`src/rtl/mips_pkg.sv`:
```
// Shared encodings for the MIPS decode/ALU slice: opcodes, function codes,
// ALU-op classes, ALU control codes and the decoded control bundle.
package mips_pkg;

    // Primary opcodes (instr[31:26])
    localparam logic [5:0] OP_RTYPE = 6'b000000;
    localparam logic [5:0] OP_LW    = 6'b100011;
    localparam logic [5:0] OP_SW    = 6'b101011;
    localparam logic [5:0] OP_ADDI  = 6'b001000;
    localparam logic [5:0] OP_BEQ   = 6'b000100;
    localparam logic [5:0] OP_BNE   = 6'b000101;
    localparam logic [5:0] OP_J     = 6'b000010;

    // R-type function codes (instr[5:0])
    localparam logic [5:0] FN_ADD = 6'b100000;
    localparam logic [5:0] FN_SUB = 6'b100010;
    localparam logic [5:0] FN_AND = 6'b100100;
    localparam logic [5:0] FN_OR  = 6'b100101;
    localparam logic [5:0] FN_XOR = 6'b100110;
    localparam logic [5:0] FN_NOR = 6'b100111;
    localparam logic [5:0] FN_SLT = 6'b101010;

    // ALU-op classes produced by the control decoder
    localparam logic [1:0] ALUOP_ADD   = 2'b00;
    localparam logic [1:0] ALUOP_SUB   = 2'b01;
    localparam logic [1:0] ALUOP_FUNCT = 2'b10;
    localparam logic [1:0] ALUOP_RSV   = 2'b11;

    // ALU control codes
    localparam logic [3:0] ALU_AND = 4'b0000;
    localparam logic [3:0] ALU_OR  = 4'b0001;
    localparam logic [3:0] ALU_ADD = 4'b0010;
    localparam logic [3:0] ALU_SUB = 4'b0110;
    localparam logic [3:0] ALU_SLT = 4'b0111;
    localparam logic [3:0] ALU_NOR = 4'b1100;
    localparam logic [3:0] ALU_XOR = 4'b1101;

    // Decoded main-control bundle
    typedef struct packed {
        logic       regdst;
        logic       alusrc;
        logic       memread;
        logic       memwrite;
        logic       memtoreg;
        logic       regwrite;
        logic       branch_eq;
        logic       branch_ne;
        logic       jump;
        logic [1:0] aluop;
    } ctrl_t;

    // Sign-extend a 16-bit immediate to 32 bits
    function automatic logic [31:0] sext16(input logic [15:0] imm);
        return {{16{imm[15]}}, imm};
    endfunction

endpackage

```
`src/rtl/mips_decode_alu_if.sv`:
```
// Instruction/operand bus into the decode+ALU slice and its decoded outputs.
// master = instruction source, slave = mips_decode_alu.
interface mips_decode_alu_if;
    logic [31:0] instr;
    logic [31:0] rs_data;
    logic [31:0] rt_data;
    logic        clear;

    logic        regdst;
    logic        alusrc;
    logic        memread;
    logic        memwrite;
    logic        memtoreg;
    logic        regwrite;
    logic        branch_eq;
    logic        branch_ne;
    logic        jump;
    logic [1:0]  aluop;
    logic [3:0]  aluctl;
    logic [31:0] alu_out;
    logic        zero;
    logic [31:0] alu_out_q;
    logic        zero_q;

    modport master (
        output instr, rs_data, rt_data, clear,
        input  regdst, alusrc, memread, memwrite, memtoreg, regwrite,
               branch_eq, branch_ne, jump, aluop, aluctl, alu_out, zero,
               alu_out_q, zero_q
    );

    modport slave (
        input  instr, rs_data, rt_data, clear,
        output regdst, alusrc, memread, memwrite, memtoreg, regwrite,
               branch_eq, branch_ne, jump, aluop, aluctl, alu_out, zero,
               alu_out_q, zero_q
    );
endinterface

```
`src/rtl/mips_alu_core.sv`:
```
// 32-bit ALU: add/sub wrap, bitwise ops, signed set-less-than.
// Unused control codes yield zero, and zero_o always reflects out_o.
module mips_alu_core
    import mips_pkg::*;
(
    input  logic [3:0]  aluctl_i,
    input  logic [31:0] a_i,
    input  logic [31:0] b_i,
    output logic [31:0] out_o,
    output logic        zero_o
);

    logic signed [31:0] a_s;
    logic signed [31:0] b_s;

    assign a_s = a_i;
    assign b_s = b_i;

    // Operation select; anything not decoded falls to zero
    always_comb begin
        out_o = '0;
        case (aluctl_i)
            ALU_AND: out_o = a_i & b_i;
            ALU_OR:  out_o = a_i | b_i;
            ALU_ADD: out_o = a_i + b_i;
            ALU_SUB: out_o = a_i - b_i;
            ALU_SLT: out_o = {31'd0, (a_s < b_s)};
            ALU_NOR: out_o = ~(a_i | b_i);
            ALU_XOR: out_o = a_i ^ b_i;
            default: out_o = '0;
        endcase
    end

    assign zero_o = (out_o == 32'd0);

endmodule

```
`src/rtl/mips_decode_alu.sv`:
```
// Decode + execute slice: main control decoder, ALU-control decoder,
// ALU core and a one-cycle result register with synchronous clear.
module mips_decode_alu
    import mips_pkg::*;
(
    input  logic              clk,
    input  logic              rst_n,
    mips_decode_alu_if.slave  bus
);

    logic [5:0]  opcode;
    logic [5:0]  funct;
    logic [15:0] imm;
    logic [9:0]  unused_instr;
    ctrl_t       ctrl;
    logic [3:0]  aluctl;
    logic [31:0] op_b;
    logic [31:0] alu_out;
    logic        zero;
    logic [31:0] alu_out_d, alu_out_q;
    logic        zero_d, zero_q;

    assign opcode       = bus.instr[31:26];
    assign funct        = bus.instr[5:0];
    assign imm          = bus.instr[15:0];
    assign unused_instr = bus.instr[25:16];

    // Main control decode; unknown opcodes decode as a NOP
    always_comb begin
        ctrl = '0;
        case (opcode)
            OP_RTYPE: begin
                ctrl.regdst   = 1'b1;
                ctrl.regwrite = 1'b1;
                ctrl.aluop    = ALUOP_FUNCT;
            end
            OP_LW: begin
                ctrl.memread  = 1'b1;
                ctrl.memtoreg = 1'b1;
                ctrl.alusrc   = 1'b1;
                ctrl.regwrite = 1'b1;
            end
            OP_SW: begin
                ctrl.memwrite = 1'b1;
                ctrl.alusrc   = 1'b1;
            end
            OP_ADDI: begin
                ctrl.alusrc   = 1'b1;
                ctrl.regwrite = 1'b1;
            end
            OP_BEQ: begin
                ctrl.branch_eq = 1'b1;
                ctrl.aluop     = ALUOP_SUB;
            end
            OP_BNE: begin
                ctrl.branch_ne = 1'b1;
                ctrl.aluop     = ALUOP_SUB;
            end
            OP_J:    ctrl.jump = 1'b1;
            default: ctrl = '0;
        endcase
    end

    // ALU-control decode from op class, falling to funct for R-type
    always_comb begin
        aluctl = ALU_AND;
        case (ctrl.aluop)
            ALUOP_ADD: aluctl = ALU_ADD;
            ALUOP_SUB: aluctl = ALU_SUB;
            ALUOP_FUNCT: begin
                case (funct)
                    FN_ADD:  aluctl = ALU_ADD;
                    FN_SUB:  aluctl = ALU_SUB;
                    FN_AND:  aluctl = ALU_AND;
                    FN_OR:   aluctl = ALU_OR;
                    FN_XOR:  aluctl = ALU_XOR;
                    FN_NOR:  aluctl = ALU_NOR;
                    FN_SLT:  aluctl = ALU_SLT;
                    default: aluctl = ALU_AND;
                endcase
            end
            default: aluctl = ALU_AND;
        endcase
    end

    assign op_b = ctrl.alusrc ? sext16(imm) : bus.rt_data;

    mips_alu_core u_alu (
        .aluctl_i (aluctl),
        .a_i      (bus.rs_data),
        .b_i      (op_b),
        .out_o    (alu_out),
        .zero_o   (zero)
    );

    // Next-state for the result register: clear wins over normal load
    always_comb begin
        alu_out_d = bus.clear ? 32'd0 : alu_out;
        zero_d    = bus.clear ? 1'b0  : zero;
    end

    // Result register, asynchronously reset
    always_ff @(posedge clk or negedge rst_n) begin
        if (!rst_n) begin
            alu_out_q <= '0;
            zero_q    <= 1'b0;
        end else begin
            alu_out_q <= alu_out_d;
            zero_q    <= zero_d;
        end
    end

    assign bus.regdst    = ctrl.regdst;
    assign bus.alusrc    = ctrl.alusrc;
    assign bus.memread   = ctrl.memread;
    assign bus.memwrite  = ctrl.memwrite;
    assign bus.memtoreg  = ctrl.memtoreg;
    assign bus.regwrite  = ctrl.regwrite;
    assign bus.branch_eq = ctrl.branch_eq;
    assign bus.branch_ne = ctrl.branch_ne;
    assign bus.jump      = ctrl.jump;
    assign bus.aluop     = ctrl.aluop;
    assign bus.aluctl    = aluctl;
    assign bus.alu_out   = alu_out;
    assign bus.zero      = zero;
    assign bus.alu_out_q = alu_out_q;
    assign bus.zero_q    = zero_q;

endmodule

```
`src/flat_wrapper.sv`:
```
// flat-port wrapper written by rule: the top's interface ports become plain ports
module mips_decode_alu_flat import mips_pkg::*;
  (clk, rst_n, bus_instr, bus_rs_data, bus_rt_data, bus_clear, bus_regdst, bus_alusrc, bus_memread, bus_memwrite, bus_memtoreg, bus_regwrite, bus_branch_eq, bus_branch_ne, bus_jump, bus_aluop, bus_aluctl, bus_alu_out, bus_zero, bus_alu_out_q, bus_zero_q);
  mips_decode_alu_if bus_i ();
  input  logic clk;
  input  logic rst_n;
  input wire logic [$bits(bus_i.instr)-1:0] bus_instr;
  input wire logic [$bits(bus_i.rs_data)-1:0] bus_rs_data;
  input wire logic [$bits(bus_i.rt_data)-1:0] bus_rt_data;
  input wire logic [$bits(bus_i.clear)-1:0] bus_clear;
  output wire logic [$bits(bus_i.regdst)-1:0] bus_regdst;
  output wire logic [$bits(bus_i.alusrc)-1:0] bus_alusrc;
  output wire logic [$bits(bus_i.memread)-1:0] bus_memread;
  output wire logic [$bits(bus_i.memwrite)-1:0] bus_memwrite;
  output wire logic [$bits(bus_i.memtoreg)-1:0] bus_memtoreg;
  output wire logic [$bits(bus_i.regwrite)-1:0] bus_regwrite;
  output wire logic [$bits(bus_i.branch_eq)-1:0] bus_branch_eq;
  output wire logic [$bits(bus_i.branch_ne)-1:0] bus_branch_ne;
  output wire logic [$bits(bus_i.jump)-1:0] bus_jump;
  output wire logic [$bits(bus_i.aluop)-1:0] bus_aluop;
  output wire logic [$bits(bus_i.aluctl)-1:0] bus_aluctl;
  output wire logic [$bits(bus_i.alu_out)-1:0] bus_alu_out;
  output wire logic [$bits(bus_i.zero)-1:0] bus_zero;
  output wire logic [$bits(bus_i.alu_out_q)-1:0] bus_alu_out_q;
  output wire logic [$bits(bus_i.zero_q)-1:0] bus_zero_q;
  assign bus_i.instr = bus_instr;
  assign bus_i.rs_data = bus_rs_data;
  assign bus_i.rt_data = bus_rt_data;
  assign bus_i.clear = bus_clear;
  assign bus_regdst = bus_i.regdst;
  assign bus_alusrc = bus_i.alusrc;
  assign bus_memread = bus_i.memread;
  assign bus_memwrite = bus_i.memwrite;
  assign bus_memtoreg = bus_i.memtoreg;
  assign bus_regwrite = bus_i.regwrite;
  assign bus_branch_eq = bus_i.branch_eq;
  assign bus_branch_ne = bus_i.branch_ne;
  assign bus_jump = bus_i.jump;
  assign bus_aluop = bus_i.aluop;
  assign bus_aluctl = bus_i.aluctl;
  assign bus_alu_out = bus_i.alu_out;
  assign bus_zero = bus_i.zero;
  assign bus_alu_out_q = bus_i.alu_out_q;
  assign bus_zero_q = bus_i.zero_q;
  mips_decode_alu u_core (.clk(clk), .rst_n(rst_n), .bus(bus_i));
endmodule
```
`config.mk`:
```
export PLATFORM = sky130hd
export DESIGN_NAME = mips_decode_alu_flat
export DESIGN_NICKNAME = d
export VERILOG_FILES = /design/src/rtl/mips_pkg.sv /design/src/rtl/mips_decode_alu_if.sv /design/src/rtl/mips_alu_core.sv /design/src/rtl/mips_decode_alu.sv /design/src/flat_wrapper.sv
export SDC_FILE = /design/constraint.sdc
export NUM_CORES = 1
export LEC_CHECK = 0
export ABC_AREA = 1
export CAP_MARGIN = 20
export CORE_MARGIN = 5
export CORE_UTILIZATION = 59
export CTS_CLUSTER_SIZE = 12
export DETAILED_ROUTE_END_ITERATION = 8
export GPL_TIMING_DRIVEN = 0
export HOLD_SLACK_MARGIN = 0.08
export PLACE_DENSITY = 0.95
export SYNTH_ARGS = -nofsm -noshare
export SYNTH_HDL_FRONTEND = slang
export SYNTH_HIERARCHICAL = 1
export SYNTH_SLANG_ARGS = --single-unit
export TNS_END_PERCENT = 10
```
`constraint.sdc`:
```
create_clock -name clk -period 13.1 [get_ports clk]
set_input_delay 3.275 -clock clk [delete_from_list [all_inputs] [get_ports clk]]
set_output_delay 3.275 -clock clk [all_outputs]
set_load 0.1 [all_outputs]
```
# After elaboration in Yosys (flattened, before gate mapping)
# Cells that the tools add are included.
# Widths: inputs -> output; s select.
# totals
register_bits	33
latch_bits	0
mem_bits_rw	0
rom_bits	0
inputBits	99
output_inout_bits	81
elab_cells	51
n_memories	0
# op_classes
n_addsub	2
mul	0
n_div	0
n_lt_le_gt_ge	1
eq_ne	20
n_shift	0
n_mux	15
bitwise	4
reduce_logical	7
# op_table
cell	count
$pmux 32 s7	1
$mux 32	2
$eq 6x6->1 const B	8
$add 32x32->32	1
$and 32x32->32	1
$logic_not 32->1	1
$lt 32x32->1	1
$not 32->32	1
$or 32x32->32	1
$sub 32x32->32	1
$xor 32x32->32	1
$pmux 4 s6	1
$eq 6x3->1 const B	2
$pmux 4 s3	1
$mux 1	9
$eq 4x3->1 const B	2
$eq 4x4->1 const B	2
$eq 6x2->1 const B	1
$eq 6x4->1 const B	1
$logic_not 6->1	1
$reduce_or 3->1	2
$eq 4x1->1 const B	1
$eq 4x2->1 const B	1
$logic_not 4->1	1
other kinds (5)	5

# Logic depth before layout (Yosys ltp)
# Gate-level depths: netlist of run 1.
# logic_depth
word_depth	9
ltp_mapped	30

# By module
# Netlist of run 1, hierarchy kept.
# by_module_without_submodules
module	n_inst	cells_each	area_each_um2
mips_alu_core	1	1449	7180.6
mips_decode_alu	1	248	1751.7

# Worst setup path before layout of run 1
# OpenSTA, ideal clock, no wires.
# synth_path
path_kind	input port to output port
start	input port bus_instr[27]
end	output port bus_zero
t_arrival_ns	9.756
t_required_ns	9.825
setup_slack_ns	0.069
stages	16
path_buffers	1
cell_sequence	nor2_1 nand2_1 nor2_2 inv_1 a21oi_1 nor2_1 nand2_2 inv_2 buf_2 a221oi_1 nand3_1 nor2_1 nand2_1 nor2_1 nand2_1 nor2_1
# synth_between
elab_chain_cells	8
word_cells_on_any_way	31
cone_classes	2 x add/sub; 1 x order compare; 13 x eq/ne; 5 x mux; 4 x bitwise; 6 x reduce/logical
# synth_rtl
element	line_no	text
start, declared	flat_wrapper.sv:7	input wire logic [$bits(bus_i.instr)-1:0] bus_instr;
$eq 6x3->1	mips_decode_alu.sv:31	case (opcode)
$reduce_or 2->1 (no source line)	--	
$pmux 2 s2 (*)	mips_decode_alu.sv:31	
$eq 2x2->1 (tied with other cells)	mips_decode_alu.sv:67	case (ctrl.aluop)
$pmux 4 s3 (*)	mips_decode_alu.sv:67	
net bus_aluctl[0]	flat_wrapper.sv:21	output wire logic [$bits(bus_i.aluctl)-1:0] bus_aluctl;
$eq 4x4->1 (tied with other cells)	mips_alu_core.sv:22	case (aluctl_i)
$pmux 32 s7 (*)	mips_alu_core.sv:22	
net bus_alu_out[25]	flat_wrapper.sv:22	output wire logic [$bits(bus_i.alu_out)-1:0] bus_alu_out;
$logic_not 32->1 (*)	mips_alu_core.sv:34	assign zero_o = (out_o == 32'd0);
end, declared	flat_wrapper.sv:23	output wire logic [$bits(bus_i.zero)-1:0] bus_zero;
# Mark *: on every way through the listed nets, which the timed path passes. The rest lies on a longest branch.

# Worst setup path after layout of run 1
# layout_path
start	input port bus_instr[29]
end	output port bus_zero
# layout_between
elab_chain_cells	8
word_cells_on_any_way	31
cone_classes	2 x add/sub; 1 x order compare; 13 x eq/ne; 5 x mux; 4 x bitwise; 6 x reduce/logical
# layout_rtl
element	line_no	text
$eq 6x4->1 / $eq 6x6->1 (equally long branches)	mips_decode_alu.sv:31	
$reduce_or 3->1 (no source line) (*)	--	
$mux 1 (*)	mips_decode_alu.sv:31	
$mux 32 (*)	mips_decode_alu.sv:86	assign op_b = ctrl.alusrc ? sext16(imm) : bus.rt_data;
net u_core.op_b[0]	mips_decode_alu.sv:17	logic [31:0] op_b;
parallel branches: the longest is 2 deep, another holds $sub 32x32->32	--	
$pmux 32 s7 (*)	mips_alu_core.sv:22	
$logic_not 32->1 (*)	mips_alu_core.sv:34	
# Mark *: on every way through the listed nets, which the timed path passes.

==> reports/metrics.csv, run 1 <==
stage;metric;value;unit
floorplan;area of the die;17700;sq um
grt;via count of the first global-routing pass;10210;
power_and_ir_drop;worst supply voltage drop on vdd;76.68;uV
power_and_ir_drop;Static Leak;6.471;nW
route;number of antenna-violating nets in the routed design;0;
floorplan;area of the core region;15030;sq um
critical_path;highest fanout seen on the critical path;8;
final_layout;top library cells by usage in the layout, fill and taps aside;sky130_fd_sc_hd__nand2_1 (562), sky130_fd_sc_hd__inv_1 (372), sky130_fd_sc_hd__nor2_1 (197);
grt;number of antenna violations at the first check in global routing;1;
timing;Final Hold Fails;0;
critical_path;peak per-stage delay on the critical path;1.16;ns
cts;Post-CTS Setup Repair Bufs;0;
critical_path;Arr. time, crit path;8.45;ns
synth;main combinational cell family by area after synthesis;simple AND/OR/NAND/NOR gates;
critical_path;Worst EP required;9.82;ns
grt;largest net degree at the start of global routing;24;
critical_path;crit path capture type;primary output;
synth;fraction of the mapped netlist area in compound gates;0.09329;
timing;minimum period implied by the final worst setup slack;11.73;ns
grt;met1 track demand over resource in global routing;0.4908;
synth;number of nets produced by synthesis;1894;
critical_path;critical path class;in -> out;
cts;maximum level of the CTS H-tree;2;
floorplan;IO Count;180;
final_layout;fill cell count;1379;
hold_path;worst hold path class;in -> async;
synth;#FFs+latches synth;33;
place;global placement routability congestion;1.077;
grt;GR peak layer;met2;
power_and_ir_drop;total power of the final layout;0.9708;mW
route;Vias/cell;5.500;
critical_path;master of the slowest instance on the critical path;sky130_fd_sc_hd__clkdlybuf4s50_1;
final_layout;layout cell share with drive strength beyond 1;0.05606;
route;vias post-DR;11340;
synth;fraction of the mapped netlist area in adder cells;0.1390;
synth;share of the yosys chip area belonging to registers;0.09245;
synth;Warnings, synthesis;6;
final_layout;most common cell after layout, fill and taps aside;sky130_fd_sc_hd__nand2_1;
synth;multiplexer share of the synthesized area;0;
cts;number of hold-repair buffers added at the cts stage;0;
grt;global-route met2 utilization;0.5581;
grt;gr usage total;0.3638;
job;number of violations of the max-capacitance limit;0;
synth;synthesized netlist cell count;1697;
place;worst slack after detailed placement;1.577;ns
final_layout;number of nets at the end of the flow;2070;
timing;number of setup violations in the final report;0;
timing;tightest slew margin relative to the limit;0.3301;
cts;count of cells resized by post-cts repair;0;
place;I/O Buffers;168;
route;DRC;0;
route;number of optimization iterations in the first detailed-route pass;6;
timing;setup repair after global routing missed its margin;false;
timing;part of the cycle the worst path needs;0.8953;
timing;setup slack of the critical path after layout;1.371;ns
power_and_ir_drop;ratio of total power to cell area;88.18;nW/um^2
grt;fraction of met3 tracks used by global routing;0.1061;
timing;number of slew-limit violations in the final report;0;
cts;clock tree from TritonCTS;done;
floorplan;Cell Rows;45;
cts;Sinks on Clock Net;33;
final_layout;relative area change from synthesis to final layout;23.25;%
cts;number of buffers on the longest clock path;2;
floorplan;width of the die;133.0;um
timing;Worst Hold Margin;3.343;ns
floorplan;height of the die;133.0;um
timing;Achievable Freq;85.26;MHz
timing;Setup TNS;0;ns
cts;register clock-pin slew on the reported worst setup and hold paths;0.05;ns
critical_path;startpoint class of the critical path;input pin;
grt;total congestion overflow;0;
timing;Worst-Margin Slew;1.002;ns
synth;Netlist cell types;40;
route;number of DRC markers after the initial detailed-route iteration;1445;
cts;clock buffers created by TritonCTS;5;
route;Routed WL;33560;um
synth;netlist area before placement;8932;sq um
run_status;result of the run;finished, final reports clean;
synth;xor/xnor cell area share of the yosys netlist;0;
place;placed wire-length estimate after detailed placement;28310;um
grt;first-pass GRT wire length;51540;um
synth;synthesized area per cell;5.264;sq um
cts;library cell used as clock root buffer;sky130_fd_sc_hd__clkbuf_16;
floorplan;Starting Density;0.5942;
synth;share of synthesized cell area in and, or, nand and nor gates;0.4677;
route;DR WL/cell;16.27;um
## final timing paths
path | start | end | slack (ns) | depth (start not counted)
setup / recovery | bus_instr[29] | bus_zero | 1.37 | 26
hold / removal | rst_n | u_core/bus.alu_out_q[8] | 3.34 | 1
max in group asynchronous | rst_n | u_core/bus.alu_out_q[22] | 9.23 | 2
min in group clk | bus_clear | u_core/bus.alu_out_q[31] | 3.38 | 2
## metrics by stage
step	instance area [sq um]	utilization	std cells
CTS	11010	0.7322	2061
global route	11010	0.7322	2061
global placement	10850	0.7217	2053
floorplan	8932	-	1697
detailed placement	10860	0.7227	2054
finish	11010	0.7323	2062
## metal layers
layer	wire (um)	share of wire
met3	4819	0.14
met5	0	0
met4	1009	0.030
met1	13660	0.41
met2	14070	0.42
## kinds of logic after synthesis
| family | count (synthesis) |
|---|---|
| AOI/OAI and AO/OA | 141 |
| adders and majority gates | 98 |
| DFF | 33 |
| and+or+nand+nor | 993 |
| buffers and inverters | 432 |
## cell usage after synthesis, drive strengths merged
| library cell | count | area, sq um |
|---|---|---|
| and2 | 3 | 18.77 |
| o22ai | 9 | 56.30 |
| ha | 96 | 1201 |
| nand3b | 6 | 45.04 |
| a211oi | 3 | 22.52 |
| a31oi | 1 | 6.260 |
| nor4 | 1 | 6.260 |
| nand3 | 162 | 840.8 |
| o221ai | 1 | 8.760 |
| a221oi | 17 | 148.9 |
| buf | 45 | 360.3 |
| fa | 2 | 40.04 |
| clkbuf | 11 | 82.57 |
| dfrtp | 33 | 825.8 |
| or2 | 3 | 18.77 |
| nand4 | 14 | 87.58 |
| o21ai | 38 | 190.2 |
| nor2 | 216 | 863.3 |
| inv | 376 | 1411 |
| nor3 | 16 | 110.1 |
| a21oi | 59 | 302.8 |
| and3 | 2 | 12.51 |
| nand2 | 570 | 2175 |
| a21o | 1 | 7.510 |
| o211ai | 4 | 30.03 |
| a22oi | 1 | 7.510 |
| o21bai | 7 | 52.55 |
## worst max-delay path: cells and delay by family
kind / cells / cell delay [ns]
fa+ha+maj: 2 / 0.66
buf+inv: 5 / 2.03
simple gates: 19 / 2.47
## final cells by class
cell class	instances	area [sq um]	share of cell area
multi-input combinational	1232	6252	0.5679
timing repair buffer	169	1697	0.1541
inverter	376	1411	0.1282
sequential	33	825.8	0.07501
buffer	56	442.9	0.04023
tap	188	235.2	0.02137
clock buffer	7	142.6	0.01296
antenna	1	2.502	0.0002273
## registers in the layout (all words and copies together), names as in the netlist
name / cells
u_core/bus.zero_q: 1
u_core/bus.alu_out_q: 32
## power breakdown
group / internal [mW] / total, mW / switching [mW]
sequential: 0.115 / 0.118 / 0.00357
clock: 0.0744 / 0.113 / 0.0386
combinational: 0.194 / 0.739 / 0.546
Power figures use the tool's default switching activity.
==> inputs of run 2 (changes only) <==
--- a/config.mk
+++ b/config.mk
@@ -14,6 +14,7 @@
 export GPL_TIMING_DRIVEN = 0
 export HOLD_SLACK_MARGIN = 0.08
 export PLACE_DENSITY = 0.95
+export SETUP_SLACK_MARGIN = 0.02
 export SYNTH_ARGS = -nofsm -noshare
 export SYNTH_HDL_FRONTEND = slang
 export SYNTH_HIERARCHICAL = 1
==> results of run 2 <==
Same layout as run 1: the final DEF is identical, and so are final timing and power.
